[src/rtl/sdram_frame_arbiter.sv]
// Round-robin single-burst scheduler between the camera write stream and the VGA read stream.
// Optional double-buffered banking is enabled by defining SDRAM_PINGPONG_EN.
module sdram_frame_arbiter #(
  parameter int unsigned ADDR_W      = 20,
  parameter int unsigned BURST_LEN   = 8,
  parameter int unsigned FRAME_WORDS = 307200,
  parameter logic [1:0]  BANK        = 2'b01
) (
  input  logic              S_CLK,
  input  logic              RST_N,
  input  logic              wr_req,
  input  logic              rd_req,
  input  logic              wr_vsync,
  input  logic              rd_vsync,
  output logic              write_en,
  input  logic              write_ack,
  output logic              read_en,
  input  logic              read_ack,
  output logic [ADDR_W-1:0] addr,
  output logic [1:0]        bank,
  output logic              frame_ready,
  output logic              busy
);

  localparam logic [ADDR_W-1:0] BURST_STEP = ADDR_W'(BURST_LEN);
  localparam logic [ADDR_W-1:0] LAST_ADDR  = ADDR_W'(FRAME_WORDS - BURST_LEN);

  typedef enum logic [1:0] {
    ST_IDLE  = 2'd0,
    ST_WRITE = 2'd1,
    ST_READ  = 2'd2,
    ST_GAP   = 2'd3
  } state_t;

  state_t              state_q, state_d;
  logic [ADDR_W-1:0]   wr_cnt_q, wr_cnt_d;
  logic [ADDR_W-1:0]   rd_cnt_q, rd_cnt_d;
  logic                wr_pend_q, wr_pend_d;
  logic                rd_pend_q, rd_pend_d;
  logic                last_wr_q, last_wr_d;
  logic                frame_ready_q, frame_ready_d;
  logic [ADDR_W-1:0]   addr_q, addr_d;
  logic [1:0]          bank_q, bank_d;

  logic                eligible_rd;
  logic                wr_wrap;
  logic                rd_wrap;
  logic                wr_frame_done;
  logic [1:0]          wr_bank_cur;
  logic [1:0]          rd_bank_cur;

`ifdef SDRAM_PINGPONG_EN
  // done_bank_q remembers which buffer holds the most recently completed frame.
  logic [1:0] wr_bank_q, wr_bank_d;
  logic [1:0] rd_bank_q, rd_bank_d;
  logic [1:0] done_bank_q, done_bank_d;

  assign wr_bank_cur = wr_bank_q;
  assign rd_bank_cur = rd_bank_q;

  always_comb begin
    wr_bank_d   = wr_bank_q;
    rd_bank_d   = rd_bank_q;
    done_bank_d = done_bank_q;
    if (rd_vsync) begin
      rd_bank_d = done_bank_q;
    end
    if (wr_frame_done) begin
      done_bank_d = wr_bank_q;
      wr_bank_d   = wr_bank_q ^ 2'b01;
    end
  end

  always_ff @(posedge S_CLK) begin
    if (!RST_N) begin
      wr_bank_q   <= BANK;
      rd_bank_q   <= BANK;
      done_bank_q <= BANK;
    end else begin
      wr_bank_q   <= wr_bank_d;
      rd_bank_q   <= rd_bank_d;
      done_bank_q <= done_bank_d;
    end
  end
`else
  assign wr_bank_cur = BANK;
  assign rd_bank_cur = BANK;
`endif

  assign eligible_rd   = rd_req & frame_ready_q;
  assign wr_wrap       = (wr_cnt_q == LAST_ADDR);
  assign rd_wrap       = (rd_cnt_q == LAST_ADDR);
  assign wr_frame_done = (state_q == ST_WRITE) & write_ack & wr_wrap;

  always_comb begin
    state_d       = state_q;
    wr_cnt_d      = wr_cnt_q;
    rd_cnt_d      = rd_cnt_q;
    wr_pend_d     = wr_pend_q;
    rd_pend_d     = rd_pend_q;
    last_wr_d     = last_wr_q;
    frame_ready_d = frame_ready_q;
    addr_d        = addr_q;
    bank_d        = bank_q;

    // A stream that is not mid-burst restarts its frame immediately on vsync.
    if (wr_vsync && (state_q != ST_WRITE)) begin
      wr_cnt_d = '0;
    end
    if (rd_vsync && (state_q != ST_READ)) begin
      rd_cnt_d = '0;
    end

    case (state_q)
      ST_IDLE: begin
        if (wr_req && !(eligible_rd && last_wr_q)) begin
          state_d = ST_WRITE;
          addr_d  = wr_vsync ? '0 : wr_cnt_q;
          bank_d  = wr_bank_cur;
        end else if (eligible_rd) begin
          state_d = ST_READ;
          addr_d  = rd_vsync ? '0 : rd_cnt_q;
          bank_d  = rd_bank_cur;
        end
      end
      ST_WRITE: begin
        if (write_ack) begin
          state_d   = ST_GAP;
          last_wr_d = 1'b1;
          wr_pend_d = 1'b0;
          wr_cnt_d  = (wr_pend_q || wr_vsync || wr_wrap) ? '0 : (wr_cnt_q + BURST_STEP);
          if (wr_wrap) begin
            frame_ready_d = 1'b1;
          end
        end else if (wr_vsync) begin
          wr_pend_d = 1'b1;
        end
      end
      ST_READ: begin
        if (read_ack) begin
          state_d   = ST_GAP;
          last_wr_d = 1'b0;
          rd_pend_d = 1'b0;
          rd_cnt_d  = (rd_pend_q || rd_vsync || rd_wrap) ? '0 : (rd_cnt_q + BURST_STEP);
        end else if (rd_vsync) begin
          rd_pend_d = 1'b1;
        end
      end
      default: begin
        state_d = ST_IDLE;
      end
    endcase
  end

  always_ff @(posedge S_CLK) begin
    if (!RST_N) begin
      state_q       <= ST_IDLE;
      wr_cnt_q      <= '0;
      rd_cnt_q      <= '0;
      wr_pend_q     <= 1'b0;
      rd_pend_q     <= 1'b0;
      last_wr_q     <= 1'b1;
      frame_ready_q <= 1'b0;
      addr_q        <= '0;
      bank_q        <= BANK;
    end else begin
      state_q       <= state_d;
      wr_cnt_q      <= wr_cnt_d;
      rd_cnt_q      <= rd_cnt_d;
      wr_pend_q     <= wr_pend_d;
      rd_pend_q     <= rd_pend_d;
      last_wr_q     <= last_wr_d;
      frame_ready_q <= frame_ready_d;
      addr_q        <= addr_d;
      bank_q        <= bank_d;
    end
  end

  assign write_en    = (state_q == ST_WRITE);
  assign read_en     = (state_q == ST_READ);
  assign addr        = addr_q;
  assign bank        = bank_q;
  assign frame_ready = frame_ready_q;
  assign busy        = (state_q != ST_IDLE);

endmodule

[config.mk]
export PLATFORM = sky130hd
export DESIGN_NAME = sdram_frame_arbiter
export DESIGN_NICKNAME = d
export VERILOG_FILES = /design/src/rtl/sdram_frame_arbiter.sv
export SDC_FILE = /design/constraint.sdc
export NUM_CORES = 1
export LEC_CHECK = 0
export ABC_CLOCK_PERIOD_IN_PS = 3400
export BUFFER_PORTS_ARGS = -buffer_cell sky130_fd_sc_hd__buf_2
export CORE_MARGIN = 1
export CORE_UTILIZATION = 50
export DETAILED_ROUTE_END_ITERATION = 7
export GPL_ROUTABILITY_DRIVEN = 0
export PLACE_DENSITY = 0.78
export SLEW_MARGIN = 20
export SYNTH_ARGS = -nofsm -noshare
export SYNTH_HDL_FRONTEND = slang
export SYNTH_SLANG_ARGS = --single-unit
[constraint.sdc]
create_clock -name S_CLK -period 3.4 [get_ports S_CLK]
set_clock_uncertainty 0.1 [all_clocks]
set_input_delay 0 -clock S_CLK [delete_from_list [all_inputs] [get_ports S_CLK]]
set_output_delay 0 -clock S_CLK [all_outputs]
set_load 0.05 [all_outputs]
Word level (Yosys, flattened, before mapping)
Index checks and enable logic that the tools add are counted.

storage, ports and cells
  register bits = 68
  bits of input ports = 8
  output and inout port bits = 26
  word-level logic and storage cells = 68

operators by class
  $add $sub $neg = 2
  equal/unequal tests = 9
  mux-type cells = 26
  bitwise gates (word level) = 1
  reduce and logical (&&, ||, !) cells = 21

operators by type and width
  operator                 count
  $mux W20                 12
  $add A20 B4 Y20 const B  2
  $eq A20 B19 Y1 const B   2
  $mux W2                  6
  $reduce_bool A2 Y1       5
  $reduce_and A3 Y1        3
  $mux W1                  6
  $ne A2 B1 Y1 const B     3
  $pmux W2 S3              1
  $reduce_and A2 Y1        3
  $logic_and A1 B1 Y1      4
  $logic_or A1 B1 Y1       4
  $ne A3 B3 Y1 const B     1
  $eq A2 B1 Y1 const B     1
  $eq A2 B2 Y1 const B     1
  $logic_not A2 Y1         1
  $ne A2 B2 Y1 const B     1
  $pmux W1 S2              1
  $and A1 B1 Y1            1
  $logic_not A1 Y1         1

Depth between registers and ports, before layout
Gate-level depths: netlist of run 1.

  word-level depth = 6
  gate-level depth with buffers = 9

Least setup slack after synthesis of run 1
OpenSTA, ideal clock, no wires.

  kind = reg2reg
  from = register state_q[1]
  to = register wr_cnt_q[16]
  library setup time = 0.072 ns
  arrival = 2.146 ns
  required time = 3.228 ns
  slack = 1.082 ns
  cell stages (with the launch flop) = 10
  path buffers = 2
  clock period less this slack = 2.318 ns
  cell sequence = dfxtp_1 > inv_1 > ha_1 > nand2_1 > or4_4 > buf_6 > a21oi_4 > buf_6 > nand4_1 > mux2i_1

RTL lines
  what                      RTL line  RTL
  start: declaration        35        state_t state_q, state_d;
  start signal: assignment  167       state_q <= state_d;
  $eq A2 B1 Y1              --
  via write_en              15        output logic write_en,
  $mux W20                  114       case (state_q)
  end signal: assignment    168       wr_cnt_q <= wr_cnt_d;
  end: declaration          36        logic [ADDR_W-1:0] wr_cnt_q, wr_cnt_d;

The timed path passes the listed nets, and every way through them passes these cells.
A chain may end at the register's enable or synchronous reset.

Final worst setup path of run 1
  from = register state_q[0]
  to = register rd_cnt_q[6]

between the ends
  longest elaborated chain between the ends = 5

ends and longest elaborated chain
  what                    RTL line  RTL
  $ne A2 B2 Y1            110       if (rd_vsync && (state_q != ST_READ)) begin
  $logic_and A1 B1 Y1     110
  $mux W20                110
  $mux W20                140       if (read_ack) begin
  $mux W20 (*)            114
  end signal: assignment  169       rd_cnt_q <= rd_cnt_d;
  end: declaration        37        logic [ADDR_W-1:0] rd_cnt_q, rd_cnt_d;

Mark *: on every way between the ends. The rest lies on a longest branch, timed or not.

==> impl_metrics.json, run 1 <==
{
  "dieArea_um2": 6695,
  "grt_pass1_wl_um": 12960,
  "ys_types": 51,
  "syn_avg_cell_area_um2": 8.189,
  "final_layout_size_suffix_gt1_share_pct": 13.54,
  "synth_warnings": 0,
  "synth_edf_count": 0,
  "slowest_delay_ns": 0.64,
  "placed_cell_area_um2": 3353,
  "grt_max_degree": 36,
  "cts_sinks": 66,
  "clockRootBuffer": "clkbuf_8",
  "start_util_pct": 52.87,
  "slew_headroom_pct": 50.68,
  "finalCritPeriodShare_pct": 66.22,
  "hpwl_um": 5255,
  "hold_ws_ns": 0.03925,
  "ios": 34,
  "viasPerCell": 6.085,
  "area_delta_synth_final_pct": 12.65,
  "synth_area_um2": 3186,
  "grt-ovfl-total": 0,
  "synth_fp_nets": 403,
  "synth_cells": 389,
  "die-height_um": 81.82,
  "max_freq_mhz": 444.1,
  "wl_um": 7800,
  "endpoint_kind": "flop",
  "crit_chain": "inv_1, ha_1, mux2i_1, and2_0, o21ai_0, o31ai_1",
  "tightest_slew_ns": 0.7398,
  "final_common_cell": "dfxtp_1",
  "status": "finished, final reports clean",
  "yosysSeqAreaShare_pct": 41.48,
  "core_um2": 6026,
  "diodes": 0,
  "critPathLaunch": "state_q[0]$_SDFFE_PN0P_",
  "hold_viol": 0,
  "worstPathRequired_ns": 3.55,
  "cts_buffer_depth": 2,
  "final_area_um2": 3588,
  "critical_path_class": "reg2reg",
  "synth_largest_area_cell": "dfxtp_1",
  "clock_latency_ns": 0.34,
  "drc_errors": 0,
  "postCtsResizedCells": 0,
  "final_cell_mix": "66 x dfxtp_1, 48 x o21ai_0, 38 x nor2_1",
  "ctsHtreeMaxLevel": 3,
  "port_buffers": 31,
  "synth_seq_cells": 66,
  "path_clk_slew_ns": 0.07,
  "cp.arrival_ns": 2.40,
  "maxSlewViolCount": 0,
  "drtPass1Iterations": 4,
  "hold_path.class": "in2reg",
  "crit_fanout": 14,
  "reg2reg_depth": 6,
  "leakagePower_nw": 1.364,
  "ant_nets": 0,
  "worstReg2RegStart": "state_q[0]$_SDFFE_PN0P_",
  "p_per_area_nw_per_um2": 676.6,
  "layout.nets": 431,
  "die_x_um": 81.82,
  "grt_pass1_vias": 2695,
  "drv_cap": 0,
  "cts_tree": "built",
  "grt_antenna_before_repair": 0,
  "yosysTopAreaCellShare_pct": 41.48,
  "tns_ns": 0,
  "postCtsHoldBufs": 5,
  "slowest_stage": "and2_0",
  "post_cts_buffers": 0,
  "cts_buffers": 9,
  "hold_path_depth": 4,
  "rsz0062_at_grt": "false",
  "initialDrtViolationCount": 336,
  "fin_crit_ns": 2.252,
  "fin_util_pct": 59.55,
  "track_usage_pct": 25.67,
  "ir_worst_vdd_uv": 407.8,
  "hold_path.startpoint": "wr_req",
  "synthArstFlopShare_pct": 0,
  "rows": 28,
  "synth_flop_cell": "dfxtp_1",
  "synthTopCellsByArea": "dfxtp_1 41%, o21ai_0 7.5%, a221oi_1 5.5%, nor2_1 4.5%, nand2_1 4.1%",
  "setup_viol": 0,
  "start_kind": "flop",
  "via_count": 3018,
  "wl_per_cell_um": 15.73
}
[worst paths after layout]
path,slack (ns),to
worst max-delay path,1.15,rd_cnt_q[6]$_SDFF_PN0_
worst min register to register,0.40,state_q[1]$_SDFFE_PN0P_
worst min-delay path,0.04,state_q[0]$_SDFFE_PN0P_
worst max register to register,1.15,rd_cnt_q[6]$_SDFF_PN0_
[per-stage QoR]
stage / std cells / power [mW] / worst slack, ns
after detailed placement: 476 / 1.788 / 1.277
after global placement: 476 / 1.778 / 1.312
final: 496 / 2.428 / 1.148
after CTS: 496 / 2.429 / 1.197
after global routing: 496 / 2.553 / 1.002
after floorplan: 389 / 1.593 / 1.082
[where the power goes]
| group | switching [mW] | internal, mW | leakage [nW] |
|---|---|---|---|
| clock | 0.284 | 0.353 | 0.0962 |
| sequential | 0.0458 | 0.859 | 0.536 |
| combinational | 0.642 | 0.245 | 0.732 |
| total | 0.972 | 1.46 | 1.36 |
[cells by family (layout without fill, tap and decap cells)]
logic type	count (synthesis)	after routing	share of synthesized area, %
XOR/XNOR	4	4	1.100
AND/OR/NAND/NOR	158	158	25.53
buffers and inverters	33	65	4.673
AO/OA/AOI/OAI	113	113	22.39
flip-flops	66	66	41.48
adder cells (fa/ha/maj)	6	6	2.357
other	2	2	0.2358
multiplexers	7	7	2.239
[critical path, delay by kind of cell (launching register included)]
family                   cells  cell delay (ns)
AND/OR/NAND/NOR              1             0.64
multiplexers                 1             0.38
flip-flops                   1             0.34
AO/OA/AOI/OAI                2             0.31
adder cells (fa/ha/maj)      1             0.29
buffers and inverters        1             0.09
[layout make-up]
cell class,instances,area [um^2]
multi-input cells,290,1715
clock inverters,3,40.04
repair buffers,40,235.2
well taps,75,93.84
fillers,530,2437
flip-flops and latches,66,1321
clock buffers,12,145.1
inverters,10,37.54
[synth_stat cells, drive strengths merged (5+ instances only)]
library cell  number
ha                 6
nand3             26
or3               13
a221oi            20
dfxtp             66
and3               9
buf                5
nor2              38
clkbuf            18
mux2i              6
nand2             35
a21oi             25
inv               10
nand4             10
o21ai             50
[sequential cells by signal, summed over array words and instances, names as in the netlist]
name	count
rd_cnt_q	20
addr	20
last_wr_q	1
wr_cnt_q	20
wr_pend_q	1
rd_pend_q	1
state_q	2
frame_ready	1
[layer usage]
layer / routed length (um) / GRT usage, % / part of all wire (%) / up-vias
li1: - / - / - / 1478
met1: 3695 / 35.54 / 47 / 1433
met2: 3507 / 38.26 / 45 / 89
met3: 392 / 4.222 / 5.0 / 18
met4: 205 / 12.81 / 2.6 / 0
met5: 0 / 0 / 0 / -
Note: power is estimated with default switching activity, not from simulation.
==> inputs of run 2 (changes only) <==
- ABC_CLOCK_PERIOD_IN_PS: 3400 -> 2300
- clock period: 3.4 -> 2.3 ns (I/O delays scaled with it)
==> impl_metrics.json, run 2 (synthesized netlist as in run 1, its figures left out) <==
{
  "critPathLaunch": "state_q[0]$_SDFFE_PN0P_",
  "clockRootBuffer": "clkbuf_8",
  "port_buffers": 31,
  "hold_viol": 0,
  "grt_pass1_wl_um": 12650,
  "critical_path_class": "reg2reg",
  "drv_cap": 0,
  "grt_max_degree": 35,
  "post_cts_buffers": 0,
  "worstPathRequired_ns": 2.46,
  "fin_util_pct": 59.84,
  "cts_buffers": 9,
  "reg2reg_depth": 7,
  "viasPerCell": 6.046,
  "hold_path.class": "in2reg",
  "ctsHtreeMaxLevel": 3,
  "start_kind": "flop",
  "grt_pass1_vias": 2629,
  "crit_fanout": 8,
  "drc_errors": 0,
  "switchingPower_mw": 1.435,
  "critPathTopFamily": "simple AND/OR/NAND/NOR gates",
  "grt-ovfl-total": 0,
  "track_usage_pct": 25.05,
  "tns_ns": 0,
  "drtPass1Iterations": 5,
  "cts_tree": "built",
  "pwr-share-seq_pct": 38.7,
  "maxSlewViolCount": 0,
  "hold_end": "state_q[0]$_SDFFE_PN0P_",
  "initialDrtViolationCount": 404,
  "final_cell_mix": "66 x dfxtp_1, 48 x o21ai_0, 38 x nor2_1",
  "die_x_um": 81.82,
  "die-height_um": 81.82,
  "rsz0062_at_grt": "false",
  "fin_crit_ns": 2.075,
  "diodes": 0,
  "clockPowerShare_pct": 23.2,
  "layout.nets": 437,
  "path_clk_slew_ns": 0.07,
  "area_delta_synth_final_pct": 13.20,
  "cp.arrival_ns": 2.23,
  "start_util_pct": 52.87,
  "max_freq_mhz": 482.0,
  "p_sw_share_pct": 41.53,
  "cts_sinks": 66,
  "setup_viol": 0,
  "hold_path.startpoint": "wr_req",
  "clock_latency_ns": 0.34,
  "core_um2": 6026,
  "cts_buffer_depth": 2,
  "final_area_um2": 3606,
  "p_per_area_nw_per_um2": 958.5,
  "r2r-end": "rd_cnt_q[18]$_SDFF_PN0_",
  "final_common_cell": "dfxtp_1",
  "ios": 34,
  "tightest_slew_ns": 0.7944,
  "p_int_mw": 2.021,
  "rows": 28,
  "p_comb_share_pct": 38.1,
  "placed_cell_area_um2": 3393,
  "slowest_delay_ns": 0.36,
  "slew_headroom_pct": 47.04,
  "leakagePower_nw": 1.378,
  "slowest_stage": "or3_1",
  "worstReg2RegStart": "state_q[0]$_SDFFE_PN0P_",
  "status": "finished, final reports clean",
  "critPathBufInv": 1,
  "final_layout_size_suffix_gt1_share_pct": 14.99,
  "hold_path_depth": 4,
  "ir_worst_vdd_uv": 515.4,
  "via_count": 3035,
  "ant_nets": 0,
  "ff2ff_setup_slack_ns": 0.23,
  "dieArea_um2": 6695,
  "crit_chain": "inv_1, ha_1, and4bb_2, and2_1, o21ai_2, or3_1, o21ai_0",
  "endpoint_kind": "flop",
  "hpwl_um": 5285,
  "finalCritPeriodShare_pct": 90.20,
  "wl_um": 7756,
  "wl_per_cell_um": 15.45,
  "grt_antenna_before_repair": 0
}
run 2: metal layers:
layer  global-route usage, %  up-vias  share of wire, %
met4                   10.70        0               1.6
met3                   4.667       14               6.9
met1                   34.50     1415                46
li1                        -     1487                 -
met2                   38.10      119                45
met5                       0        -                 0
run 2: power by group through the flow:
stage	Sequential (mW)	Combinational, mW	Clock (mW)
global route	1.35	1.43	0.854
CTS	1.34	1.31	0.810
detailed placement	1.36	1.30	0
global placement	1.36	1.29	0
finish	1.34	1.32	0.802
floorplan	1.68	0.679	0
run 2: worst register-to-register path: stages (launching register included):
cell	delay, ns
dfxtp_1	0.35
inv_1	0.09
ha_1	0.29
and4bb_2	0.32
and2_1	0.23
o21ai_2	0.15
or3_1	0.36
o21ai_0	0.09
run 2: per-stage QoR:
step	power [mW]	cells	setup slack (ns)	hold WS, ns
6_report	3.456	502	0.2255	0.07977
4_1_cts	3.462	502	0.1925	0.05673
3_5_place_dp	2.659	481	0.2029	0.2107
3_3_place_gp	2.644	481	0.3365	0.2049
2_1_floorplan	2.359	389	0.09268	0.05387
5_1_grt	3.633	502	0.05696	0.07913
run 2: timing repair:
item	CTS	global route
hold buffers	6	0
resized for setup	0	1
hold endpoints to repair	9	0
endpoints found under the setup margin	0	1
run 2: area by class of cell:
cell class              count  area (um^2)
inverters                  10        37.54
clock inverters             4        20.02
clock buffers              11        131.4
multi-input cells         290         1719
repair buffers             46        282.8
flip-flops and latches     66         1321
fillers                   533         2420
well taps                  75        93.84
run 2: how the worst max path moves through the flow:
stage                                         end  depth (start not counted)  slack, ns
after floorplan           rd_cnt_q[13]$_SDFF_PN0_                          7       0.09
after global placement    wr_cnt_q[18]$_SDFF_PN0_                          6       0.34
after detailed placement  rd_cnt_q[18]$_SDFF_PN0_                          7       0.20
after CTS                 rd_cnt_q[18]$_SDFF_PN0_                          7       0.19
after global routing      rd_cnt_q[18]$_SDFF_PN0_                          7       0.06
final                     rd_cnt_q[18]$_SDFF_PN0_                          7       0.23
==> inputs of run 3 (changes only) <==
- ABC_AREA: default -> 1
- CAP_MARGIN: default -> 20
- HOLD_SLACK_MARGIN: default -> 0.1
- PLACE_DENSITY: 0.78 -> 0.77
==> impl_metrics.json, run 3 <==
{
  "status": "finished, final reports clean",
  "final_common_cell": "nand2_1",
  "rows": 31,
  "wl_um": 9103,
  "initialDrtViolationCount": 165,
  "tightest_slew_ns": 0.7934,
  "synth.most_common_cell": "nand2_1",
  "fin_util_pct": 59.22,
  "cts_tree": "built",
  "grt-ovfl-total": 0,
  "grt_pass1_wl_um": 15210,
  "slew_headroom_pct": 47.05,
  "synth_flop_cell": "dfxtp_1",
  "hold_viol": 0,
  "drv_cap": 0,
  "grt_pass1_vias": 3385,
  "clockRootBuffer": "clkbuf_8",
  "synth_edf_count": 0,
  "grt_max_degree": 41,
  "ios": 34,
  "final_layout_size_suffix_gt1_share_pct": 13.04,
  "critPathBufInv": 2,
  "final_cells": 720,
  "hpwl_um": 6670,
  "drtPass1Iterations": 4,
  "crit_fanout": 14,
  "layout.nets": 630,
  "synth_fp_nets": 590,
  "die-height_um": 88.73,
  "hold_path.class": "reg2reg",
  "finalCritPeriodShare_pct": 87.92,
  "synth_seq_cells": 66,
  "p_comb_share_pct": 33.5,
  "fin_crit_ns": 2.022,
  "slowest_stage": "nor2_2",
  "switchingPower_mw": 1.401,
  "cp.arrival_ns": 2.18,
  "core_um2": 7253,
  "critical_path_class": "reg2reg",
  "synth_area_um2": 3761,
  "postCtsResizedCells": 0,
  "cts_sinks": 66,
  "synthTopCellsByArea": "dfxtp_1 35%, nand2_1 15%, nand3_1 10%, inv_1 7.8%, nor2_1 6.7%",
  "cts_buffers": 9,
  "setup_ws_ns": 0.2779,
  "port_buffers": 31,
  "hold_ws_ns": 0.3425,
  "critPathTopFamily": "simple AND/OR/NAND/NOR gates",
  "rsz0062_at_grt": "false",
  "cts_buffer_depth": 2,
  "p_sw_share_pct": 40.97,
  "p_int_mw": 2.019,
  "diodes": 0,
  "synth_warnings": 0,
  "synth_cells": 576,
  "slowest_delay_ns": 0.47,
  "setup_viol": 0,
  "ys_types": 33,
  "endpoint_kind": "flop",
  "path_common_cell": "inv_1",
  "ir_worst_vdd_uv": 369.8,
  "crit_chain": "inv_1, ha_1, nand2_2, nor3_4, inv_1, nor2_2, nand2_1, a21oi_1",
  "ant_nets": 0,
  "maxSlewViolCount": 0,
  "start_kind": "flop",
  "start_util_pct": 51.85,
  "yosysSeqAreaShare_pct": 35.13,
  "path_clk_slew_ns": 0.07,
  "clock_latency_ns": 0.34,
  "synth_largest_area_cell": "dfxtp_1",
  "syn_avg_cell_area_um2": 6.530,
  "ctsHtreeMaxLevel": 3,
  "synthArstFlopShare_pct": 0,
  "yosysTopAreaCellShare_pct": 35.13,
  "via_count": 3686,
  "dpl.cell_count": 693,
  "leakagePower_nw": 1.775,
  "worstPathRequired_ns": 2.46,
  "dp_worst_setup_slack_ns": 0.3068,
  "viasPerCell": 5.119,
  "grt_antenna_before_repair": 0,
  "final_cell_mix": "148 x nand2_1, 78 x inv_1, 75 x nand3_1",
  "max_freq_mhz": 494.5,
  "wl_per_cell_um": 12.64,
  "yosys-top-cells-count": "148 x nand2_1, 78 x inv_1, 75 x nand3_1",
  "pwr-share-seq_pct": 39.8,
  "p_per_area_nw_per_um2": 796.2,
  "dieArea_um2": 7873,
  "clockPowerShare_pct": 26.6,
  "area_delta_synth_final_pct": 14.20,
  "drc_errors": 0,
  "track_usage_pct": 25.21,
  "die_x_um": 88.73,
  "tns_ns": 0
}
run 3: cell count changes in the layout (fill, tap and decap cells not counted), moves of 13 or more:
cell and change:
a221oi_1 -20, inv_1 +69, nand2_1 +113, nand3_1 +49, nor2_1 +29, o211ai_1 +18
o21ai_0 -43, or3_1 -13
run 3: area by class of cell:
type / instances / area, um^2
Inverter: 80 / 300.3
Tap cell: 99 / 123.9
Sequential cell: 66 / 1321
Timing Repair Buffer: 49 / 317.8
Clock buffer: 12 / 155.1
Clock inverter: 4 / 26.28
Multi-Input combinational cell: 410 / 2051
Fill cell: 707 / 2958
run 3: worst paths after layout:
| kind | startpoint | to | slack, ns | cells past startpoint |
|---|---|---|---|---|
| worst max-delay path | state_q[0]$_SDFFE_PN0P_ | rd_cnt_q[9]$_SDFF_PN0_ | 0.28 | 8 |
| worst min-delay path | wr_cnt_q[0]$_SDFFE_PN0P_ | wr_cnt_q[0]$_SDFFE_PN0P_ | 0.34 | 2 |
| worst max register to register | state_q[0]$_SDFFE_PN0P_ | rd_cnt_q[9]$_SDFF_PN0_ | 0.28 | 8 |
| worst min register to register | wr_cnt_q[0]$_SDFFE_PN0P_ | wr_cnt_q[0]$_SDFFE_PN0P_ | 0.34 | 2 |
run 3: power groups by stage:
stage | clock (mW) | combinational (mW) | sequential (mW)
2_1_floorplan | 0 | 0.509 | 1.74
3_3_place_gp | 0 | 1.10 | 1.38
3_5_place_dp | 0 | 1.12 | 1.38
4_1_cts | 0.922 | 1.15 | 1.36
5_1_grt | 0.982 | 1.25 | 1.38
6_report | 0.911 | 1.15 | 1.36
run 3: kinds of logic after synthesis:
| kind of cell | Yosys count | share of synthesized area, % |
|---|---|---|
| AND/OR/NAND/NOR | 325 | 38.82 |
| adder cells (fa/ha/maj) | 6 | 1.996 |
| AO/OA/AOI/OAI | 63 | 10.15 |
| flip-flops | 66 | 35.13 |
| XOR/XNOR | 14 | 3.260 |
| buffers and inverters | 100 | 10.45 |
| other | 2 | 0.1997 |
run 3: worst register-to-register path: cells and delay by family (launching register included):
family | cells | cell delay, ns
and+or+nand+nor | 4 | 0.92
DFF | 1 | 0.34
adders and majority gates | 1 | 0.27
buffers and inverters | 2 | 0.17
AOI/OAI and AO/OA | 1 | 0.14
run 3: what timing repair did:
action | in CTS | in global routing
endpoints found under the hold margin | 29 | 0
buffers inserted | 0 | 0
hold buffers | 11 | 0
run 3: metrics by stage:
step	power, mW	cell area (um^2)
finish	3.420	4295
global route	3.606	4295
CTS	3.434	4295
detailed placement	2.501	4004
global placement	2.483	4004
floorplan	2.251	3761
run 3: layer usage:
layer | track usage, % | part of all wire, % | vias to the layer above
met4 | 7.771 | 1.8 | 0
met2 | 43.08 | 48 | 89
li1 | - | - | 1909
met3 | 5.410 | 5.0 | 16
met1 | 31.75 | 45 | 1672
met5 | 0 | 0 | -
